--- src/rtl/gray_counter_param.sv ---
// gray_counter_param: up/down Gray-code counter with load, sticky Overflow and one-cycle Limit pulse
// Define GRAY_CNT_SATURATE_EN to hold at the end values instead of wrapping.
module gray_counter_param #(
    parameter int WIDTH = 3,
    parameter int INIT  = 0
) (
    input  logic             Clk,
    input  logic             Reset,
    input  logic             En,
    input  logic             Dir,
    input  logic             Load,
    input  logic [WIDTH-1:0] LoadVal,
    input  logic             Clr,
    output logic [WIDTH-1:0] Output,
    output logic             Overflow,
    output logic             Limit
);
    localparam logic [WIDTH-1:0] INIT_V = WIDTH'(INIT);
    logic [WIDTH-1:0] bin, step;
    logic wrap;
    always_comb begin
        wrap = En && !Load && (Dir ? bin == '0 : bin == '1);
`ifdef GRAY_CNT_SATURATE_EN
        step = wrap ? bin : Dir ? bin - WIDTH'(1) : bin + WIDTH'(1);
`else
        step = Dir ? bin - WIDTH'(1) : bin + WIDTH'(1);
`endif
    end
    always_ff @(posedge Clk) begin
        if (Reset) begin
            bin      <= INIT_V;
            Overflow <= 1'b0;
            Limit    <= 1'b0;
        end else begin
            bin      <= Load ? LoadVal : En ? step : bin;
            Limit    <= wrap;
            Overflow <= wrap | (Overflow & ~Clr);
        end
    end
    assign Output = bin ^ (bin >> 1);
endmodule
--- config.mk ---
export PLATFORM = sky130hd
export DESIGN_NAME = gray_counter_param
export DESIGN_NICKNAME = d
export VERILOG_FILES = /design/src/rtl/gray_counter_param.sv
export SDC_FILE = /design/constraint.sdc
export NUM_CORES = 1
export LEC_CHECK = 0
export BUFFER_PORTS_ARGS = -buffer_cell sky130_fd_sc_hd__buf_2
export CAP_MARGIN = 20
export CORE_AREA = 8 8 45 47
export CTS_BUF_LIST = sky130_fd_sc_hd__clkbuf_16
export CTS_CLUSTER_DIAMETER = 120
export CTS_CLUSTER_SIZE = 16
export DETAILED_ROUTE_END_ITERATION = 6
export DIE_AREA = 0 0 53 55
export PLACE_DENSITY = 0.46
export SYNTH_ARGS = -nofsm -noshare
export SYNTH_HDL_FRONTEND = slang
export SYNTH_SLANG_ARGS = --single-unit
--- constraint.sdc ---
create_clock -name Clk -period 1.91 [get_ports Clk]
set_clock_uncertainty 0.05 [all_clocks]
set_input_delay 0 -clock Clk [delete_from_list [all_inputs] [get_ports Clk]]
set_output_delay 0 -clock Clk [all_outputs]
set_load 0.02 [all_outputs]
**Word level (Yosys, flattened, before mapping)**

Cells that the tools add are included.

- Reduce and logical (&&, ||, !) cells: 5
- Multiplexer cells: 4
- Bitwise gates (word level): 4
- Add/sub/neg operators: 2
- Equality and inequality tests: 1

Operators with widths:

| kind | number |
|---|---|
| 3-bit two-way mux | 3 |
| 3-bit by 1-bit adder with 3-bit output, second input constant | 1 |
| 3-bit == test, second input constant | 1 |
| 3-bit zero test | 1 |
| 3-bit by 1-bit subtractor with 3-bit output, second input constant | 1 |
| 3-bit by 2-bit bitwise XOR with 3-bit output | 1 |
| 1-bit logical AND | 2 |
| 2-bit nonzero test | 1 |
| 1-bit bitwise AND | 1 |
| 1-bit zero test | 1 |
| 1-bit two-way mux | 1 |
| 1-bit inverter | 1 |
| 1-bit OR | 1 |

- Output and inout port bits: 5
- Input bits: 9
- Register bits after elaboration: 5
- Logic and storage cells: 19

**Logic depth before layout (Yosys ltp)**

Gate-level depths: netlist of run 1.

- Depth in word-level cells: 4
- Mapped depth: 5
- Mapped depth without buffers: 5

**Worst setup path before layout of run 1**

OpenSTA, ideal clock, no wires.

- Kind: reg-to-reg
- Start point: register bin[0]
- End point: register bin[2]
- Required time: 1769 ps
- Path buffers: 0
- Stages on the path, launching flop included: 6
- Library setup time: 91 ps
- Path slack: 287 ps
- Arrival: 1482 ps
- Clock period less this slack: 1623 ps
- Cells stage by stage: dfxtp_1 > inv_1 > fa_1 > xor2_1 > or3_1 > a311oi_1

- Word-level cells in the longest chain between the ends: 4
- Elaborated cells on any way between the ends: 5
- Classes of those cells: 2 x add/sub; 3 x mux

RTL lines:

| what | line | source |
|---|---|---|
| start: declaration | 19 | `logic [WIDTH-1:0] bin, step;` |
| start signal: assignment | 35 | `bin <= Load ? LoadVal : En ? step : bin;` |
| 3-bit by 1-bit adder with 3-bit output or 3-bit by 1-bit subtractor with 3-bit output (tied branches) | 26 | `step = Dir ? bin - WIDTH'(1) : bin + WIDTH'(1);` |
| 3-bit two-way mux * | 26 |  |
| 3-bit two-way mux * (2 in series) | 35 |  |

Every way passes the cells marked *; elsewhere a longest branch is shown, timed or not. The select of a mux whose other input is x is not followed.
A chain may end at the register's enable or synchronous reset.

**Worst setup path in the final report of run 1**

Ends and elaborated chain as after synthesis.

==> impl_metrics.ini, run 1 <==
[place]
place_hpwl_um = 589.9
placed_cells = 63
place.gp.congestion = 0.6990
io_buffer_count = 13
place_ws_ns = 0.2071

[die]
rows = 14
coreArea_um2 = 1384
initial_core_util_pct = 21.25
ios = 14
fp.dieH_um = 55
die_area_um2 = 2915
fp.dieW_um = 53

[clocking]
clk_latency_ns = 0.23
cts_root_buf = clkbuf_16
cts_resized = 0
cts_buffers = 3
clk_pin_slew_worst_paths_ns = 0.03
cts_tree = done
clock_sinks = 5
clk_path_buf_depth = 2
htree_levels = 1

[logic_synthesis]
async_flop_share_pct = 0
ys_warn_count = 0
ys_types = 16
syn-num-nets = 46
netlist_instances = 34
yosys_most_used_dff = dfxtp_1
synth_seq_area_share_pct = 34.04
netlist_area_um2 = 294.0
synth_edf_count = 0
synth.avg_cell_area_um2 = 8.648
yosys_register_bits = 5

[global_routing]
grt_start_max_net_pins = 7
grt_pass1_vias = 269
grt_usage_pct = 5.628
grt_pass1_wl_um = 1117
antenna_found_initial = 0
overflow = 0

[final_layout]
mostFrequentLayoutCell = buf_2
final_util_pct = 35.26
final_nets = 67
drive_gt1_share_pct = 33.33
synthToLayoutAreaGrowth_pct = 65.96
antennaDiodeCount = 0
final_cells = 70
layout_common_cells = buf_2, inv_1, dfxtp_1

[routing]
first_pass_iters = 2
drc = 0
drtAntennaViolNets = 0
vias = 281
routedWlPerCell_um = 11.16
drt_iter0_drc = 3
via_per_inst = 4.014
wl_um = 781

[timing]
setup_viol = 0
rsz0062_at_grt = false
slew_violations = 0
fin_crit_sh_pct = 89.91
tightestPinTransition_ns = 0.1936
tns_ns = 0
setup_ws_ns = 0.1927
fmax_ghz = 0.5823
min_period_ns = 1.717
slew_headroom_pct = 87.01
hold_viol = 0

[critical_path]
critPathCaptureType = flip-flop
crit_path_max_fanout = 3
cp.arrival_ns = 1.80
required_ns = 2.00
crit_type = reg -> reg
crit_path_start_kind = flip-flop

[pwr]
power_density_nw_per_um2 = 1089
pwr-share-seq_pct = 22.0
p_sw_uw = 114.5
comb_power_share_pct = 14.2
power_frac_clock_pct = 63.8
p_leak_uw = 0.0002433
peakVddDrop_mv = 0.4716
p_sw_share_pct = 21.54
internal-power_uw = 416.9

[status]
status = complete, no violations

[worst_hold_path]
hold_class = in -> reg

[run]
maxCapViolations = 0
## flip-flops by register name, summed over array words and instances (netlist names)
| name | flops |
|---|---|
| Overflow | 1 |
| Limit | 1 |
| bin | 3 |
## worst paths after layout
check	from	end	slack, ns	cells after the start
max	bin[0]	bin[2]	0.19	5
min	Load	bin[1]	0.008	3
max reg2reg	bin[0]	bin[2]	0.19	5
min reg2reg	Overflow	Overflow	0.46	2
## area by class of cell
class                      count  area [µm²]
fill                         148       895.9
multi-input combinational     23       167.7
timing repair buffer          17       102.6
sequential                     5       100.1
clock buffer                   3       75.07
tap                           16       20.02
inverter                       5       18.77
clock inverter                 1       3.754
## power by group through the flow
stage	sequential [µW]	combinational [µW]	clock (µW)
final	117	75.5	339
after global routing	118	82.9	358
after CTS	117	76.8	347
after detailed placement	118	72.1	0
after global placement	118	71.6	0
after floorplan	119	43.9	0
## critical path: stages, from the launching register on
cell and delay [ns]:
dfxtp_1 0.37, inv_1 0.09, fa_1 0.41, xor2_1 0.16, or3_1 0.30, a311oi_1 0.25
## cells in the mapped netlist, types with 2 or more instances
cell type,instances,share of area [%]
xor2_1,3,8.9
dfxtp_1,5,34
ha_1,2,8.5
nor2_1,2,2.6
a21oi_1,3,5.1
nand2_1,4,5.1
nand3b_1,2,5.1
inv_1,5,6.4
## cell families (layout without fill, tap and decap cells)
kind of cell | after synthesis | in the layout | share of synthesized area (%)
AOI/OAI and AO/OA | 7 | 7 | 15.74
xor gates and xnor gates | 3 | 3 | 8.938
adders and majority gates | 3 | 3 | 15.32
buffers and inverters | 6 | 26 | 8.938
DFF | 5 | 5 | 34.04
and+or+nand+nor | 10 | 10 | 17.02
## layer usage
layer | vias up | share of wire (%) | GRT usage (%)
li1 | 150 | - | -
met1 | 121 | 38 | 5.623
met2 | 10 | 51 | 8.398
met3 | 0 | 11 | 4.545
met4 | 0 | 0 | 2.586
met5 | - | 0 | 0
## per-stage QoR
stage	hold slack (ns)	power (µW)	instance area (µm²)
2_1_floorplan	0.01907	163.4	294.0
5_1_grt	0.007497	558.4	488.0
6_report	0.007771	531.4	488.0
3_3_place_gp	0.1884	189.7	379.1
3_5_place_dp	0.1899	190.5	379.1
4_1_cts	0.005933	540.9	488.0
## what timing repair did
action,CTS,global route
buffers inserted,0,0
hold buffers,3,0
endpoints found under the setup margin,0,0
endpoints found under the hold margin,5,0
Power figures use the tool's default switching activity.
==> run 2, diff against run 1 <==
--- a/config.mk
+++ b/config.mk
@@ -8,7 +8,7 @@
 export BUFFER_PORTS_ARGS = -buffer_cell sky130_fd_sc_hd__buf_2
 export CAP_MARGIN = 20
 export CORE_AREA = 8 8 45 47
-export CTS_BUF_LIST = sky130_fd_sc_hd__clkbuf_16
+export CTS_BUF_LIST = sky130_fd_sc_hd__clkbuf_8
 export CTS_CLUSTER_DIAMETER = 120
 export CTS_CLUSTER_SIZE = 16
 export DETAILED_ROUTE_END_ITERATION = 6
==> constraint.sdc (replaced) <==
create_clock -name Clk -period 2.1 [get_ports Clk]
set_clock_uncertainty 0.05 [all_clocks]
set_input_delay 0 -clock Clk [delete_from_list [all_inputs] [get_ports Clk]]
set_output_delay 0 -clock Clk [all_outputs]
set_load 0.02 [all_outputs]
==> run 2 against run 1 <==
Via count grew 1.4%. Final area shrank 6.4%. Critical path depth grew 1. Largest cell class unchanged. Sequential share of layout area grew 1.4 points. Critical path type unchanged. First-iteration DRC count shrank 67%. Non-clock buffer count is the same.
==> impl_metrics.ini, run 2 (synthesis results as in run 1) <==
[final_layout]
antennaDiodeCount = 0
fillers = 151
layout_common_cells = buf_2, inv_1, dfxtp_1
ff_latch_area_um2 = 100.1
drive_gt1_share_pct = 31.48
largest_register_ffs = 3
mostFrequentLayoutCell = buf_2
final_nets = 67
largest-register = bin
final_util_pct = 33.00
reg_top3 = bin (3), Limit (1), Overflow (1)
synthToLayoutAreaGrowth_pct = 55.32
multi_input_area_um2 = 167.7

[global_routing]
grt_usage_pct = 5.628
grt_start_max_net_pins = 7
antenna_found_initial = 0
grt_pass1_vias = 265
overflow = 0
grt_pass1_wl_um = 1159

[pwr]
power_frac_clock_pct = 49.7
comb_power_share_pct = 19.4
pwr-share-seq_pct = 30.9
p_leak_uw = 0.0002285
peakVddDrop_mv = 0.3363
internal-power_uw = 258.1
p_sw_share_pct = 25.58
p_sw_uw = 88.75
power_density_nw_per_um2 = 759.5

[die]
initial_core_util_pct = 21.25
die_area_um2 = 2915
fp.dieW_um = 53
coreArea_um2 = 1384
fp.dieH_um = 55
rows = 14
ios = 14

[timing]
rsz0062_at_grt = false
min_period_ns = 1.913
slew_headroom_pct = 87.44
slew_violations = 0
hold_viol = 0
setup_viol = 0
tightestPinTransition_ns = 0.1871
fin_crit_sh_pct = 91.12
fmax_ghz = 0.5226
tns_ns = 0

[critical_path]
crit_path_start_kind = flip-flop
crit_type = reg -> reg
critPathCaptureType = flip-flop
required_ns = 2.15
crit_path_max_fanout = 4
cp.arrival_ns = 1.97

[routing]
first_pass_iters = 2
vias = 285
drtAntennaViolNets = 0
routedWlPerCell_um = 10.17
drc = 0
wl_um = 712
drt_iter0_drc = 1
via_per_inst = 4.071

[place]
io_buffer_count = 13
place.gp.congestion = 0.6959
place_hpwl_um = 573

[status]
status = complete, no violations

[clocking]
clk_pin_slew_worst_paths_ns = 0.03
cts_resized = 0
clk_latency_ns = 0.22
htree_levels = 1
cts_buffers = 3
cts_tree = done
clk_path_buf_depth = 2
cts_root_buf = clkbuf_8
clock_sinks = 5

[run]
maxCapViolations = 0

[worst_hold_path]
hold_class = in -> reg
[run 2: power groups by stage]
stage | Combinational [µW] | Sequential (µW) | Clock (µW)
3_5_place_dp | 62.0 | 109 | 0
6_report | 67.2 | 107 | 172
5_1_grt | 75.4 | 109 | 188
2_1_floorplan | 40.0 | 109 | 0
4_1_cts | 68.9 | 107 | 179
3_3_place_gp | 62.8 | 109 | 0
[run 2: timing repair]
| action | CTS | global route |
|---|---|---|
| setup buffers | 0 | 0 |
| endpoints found under the hold margin | 5 | 0 |
| hold buffers | 4 | 0 |
[run 2: critical path: stages, from the launching register on]
cell and delay, ns:
dfxtp_1 0.39, inv_1 0.09, fa_1 0.50, nand2_1 0.05
o211ai_1 0.09, a21oi_1 0.08, dlygate4sd3_1 0.55
[run 2: layer usage]
layer / global-route usage (%) / wire length (µm)
met1: 6.535 / 313
met2: 7.422 / 336
met3: 3.476 / 62
met4: 3.879 / 0
met5: 0 / 0
[run 2: area by class of cell]
class	instances	share of cell area [%]
multi-input cells	23	36.71
repair buffers	17	23.01
flip-flops and latches	5	21.92
clock buffers	3	9.041
well taps	16	4.384
inverters	5	4.110
clock inverters	1	0.8219
[run 2: final timing paths]
check	startpoint	to	slack, ns	cells past startpoint
max	bin[1]	bin[1]	0.19	6
min	Load	bin[0]	0.008	3
max reg2reg	bin[1]	bin[1]	0.19	6
min reg2reg	Overflow	Overflow	0.44	2
[run 2: stage by stage]
stage,hold WS (ns),power (µW),cells,instance area (µm²),worst slack [ns]
5_1_grt,0.01105,372.0,70,456.7,0.06503
2_1_floorplan,0.01907,148.6,34,294.0,0.4772
4_1_cts,0.01083,354.8,70,456.7,0.1753
6_report,0.008209,346.9,70,456.7,0.1866
3_3_place_gp,0.1892,171.3,62,371.6,0.4235
3_5_place_dp,0.1901,170.7,62,371.6,0.3993
==> run 3, diff against run 2 <==
--- a/config.mk
+++ b/config.mk
@@ -14,6 +14,7 @@
 export DETAILED_ROUTE_END_ITERATION = 6
 export DIE_AREA = 0 0 53 55
 export PLACE_DENSITY = 0.46
+export SETUP_SLACK_MARGIN = 0.4
 export SYNTH_ARGS = -nofsm -noshare
 export SYNTH_HDL_FRONTEND = slang
 export SYNTH_SLANG_ARGS = --single-unit
==> constraint.sdc (replaced) <==
create_clock -name Clk -period 1.89 [get_ports Clk]
set_clock_uncertainty 0.05 [all_clocks]
set_input_delay 0 -clock Clk [delete_from_list [all_inputs] [get_ports Clk]]
set_output_delay 0 -clock Clk [all_outputs]
set_load 0.02 [all_outputs]
==> run 3 against run 2 <==
The run now ends with hold timing left. Maximum frequency is 23% higher. Via count fell by 0.70%. Register-to-register slack better by 0.15 ns.
==> impl_metrics.ini, run 3 (synthesis results as in run 1) <==
[status]
status = complete, but fails checks
violations = hold timing

[critical_path]
reg2reg_depth = 5
required_ns = 1.97
crit_slowest_cell = dfxtp_4
crit_type = reg -> reg
r2r-end = bin[2]
crit_path_max_fanout = 4
rrSetupSlack_ns = 0.33
r2r_start = bin[1]
cp.arrival_ns = 1.64
crit_start = bin[1]
crit_path_start_kind = flip-flop
cp_top_family = flip-flops
critPathCaptureType = flip-flop
crit_end = bin[2]
path_buf_inv = 1
path_cells = inv_1, fa_2, xor2_1, or3_1, a311oi_1
worst-path-stages = 5
slowest_delay_ns = 0.36

[place]
place_ws_ns = 0.3189
place_hpwl_um = 588.4
placed_cells = 62
place.gp.congestion = 0.7364
io_buffer_count = 13

[final_layout]
reg_top3 = bin (3), Limit (1), Overflow (1)
largest-register = bin
ff_latch_area_um2 = 105.1
mostFrequentLayoutCell = buf_2
synthToLayoutAreaGrowth_pct = 54.47
largest_register_ffs = 3
multi_input_area_um2 = 170.2
final_cells = 69
drive_gt1_share_pct = 39.62
layout_common_cells = buf_2, inv_1, nand2_1
antennaDiodeCount = 0
final_nets = 66
fillers = 149

[die]
ios = 14
fp.dieW_um = 53
coreArea_um2 = 1384
die_area_um2 = 2915
fp.dieH_um = 55
initial_core_util_pct = 21.25
rows = 14

[timing]
fmax_ghz = 0.6418
setup_viol = 0
slew_violations = 0
min_period_ns = 1.558
tightestPinTransition_ns = 0.1980
setup_ws_ns = 0.3320
hold_slack_ns = -0.001492
tns_ns = 0
slew_headroom_pct = 86.74
fin_crit_sh_pct = 82.44
rsz0062_at_grt = true
hold_viol = 1

[clocking]
clk_path_buf_depth = 2
cts_root_buf = clkbuf_8
htree_levels = 1
clock_sinks = 5
clk_pin_slew_worst_paths_ns = 0.03
cts_setup_buffers = 0
cts_tree = done
clk_latency_ns = 0.22
cts_buffers = 3

[global_routing]
grt_pass1_wl_um = 1152
grt_start_max_net_pins = 7
overflow = 0
antenna_found_initial = 0
grt_pass1_vias = 277
grt_usage_pct = 5.522

[worst_hold_path]
hold_class = in -> reg

[routing]
drt-met1-wl_um = 281
wl_met3_um = 94
via_per_inst = 4.101
first_pass_iters = 2
drt_iter0_drc = 5
drc = 0
wl_um = 710
top_layer_used = met3
routedWlPerCell_um = 10.29
vias = 283
drtAntennaViolNets = 0
wl_met2_um = 333

[pwr]
power_density_nw_per_um2 = 846.9
peakVddDrop_mv = 0.3570
p_total_uw = 384.6
p_leak_uw = 0.0002231

[run]
maxCapViolations = 0
run 3: worst min-delay path by stage:
| stage | slack, ns | start | cells past startpoint | to |
|---|---|---|---|---|
| after global routing | 0.003 | Load | 3 | bin[0] |
| after detailed placement | 0.19 | Reset | 2 | bin[0] |
| final | -0.001 | Clr | 3 | Overflow |
| after global placement | 0.18 | Reset | 2 | bin[0] |
| after floorplan | 0.01 | Reset | 1 | bin[0] |
| after CTS | 0.0006 | Clr | 3 | Overflow |
run 3: through the flow:
stage	instance area [µm²]	utilization, %
3_5_place_dp	376.6	27.22
2_1_floorplan	299.0	-
4_1_cts	454.2	32.82
3_3_place_gp	376.6	27.22
6_report	454.2	32.82
5_1_grt	454.2	32.82
run 3: where the power goes:
group / internal [µW] / total, µW / switching, µW
clock network: 139 / 192 / 52.6
logic: 33.4 / 72.9 / 39.5
registers: 113 / 120 / 7.04
total: 285 / 385 / 99.2
run 3: worst register-to-register path, cell delays in order, from the launching register on:
cell and delay (ns):
dfxtp_4 0.36, inv_1 0.07, fa_2 0.34, xor2_1 0.15
or3_1 0.31, a311oi_1 0.20
run 3: area by class of cell:
cell class / instances / area share, %
flip-flops and latches: 5 / 23.14
inverters: 5 / 4.132
multi-input cells: 23 / 37.47
well taps: 16 / 4.408
clock buffers: 3 / 9.091
repair buffers: 16 / 20.94
clock inverters: 1 / 0.8264
run 3: routing by layer:
metal | vias to the layer above | global-route usage [%]
met4 | 0 | 1.293
met1 | 121 | 5.784
met5 | - | 0
li1 | 150 | -
met2 | 12 | 8.203
met3 | 0 | 4.813
run 3: what timing repair did:
action / CTS / global route
setup endpoints to repair: 1 / 1
gates resized for setup: 1 / 0
hold buffers: 3 / 0
endpoints found under the hold margin: 5 / 0
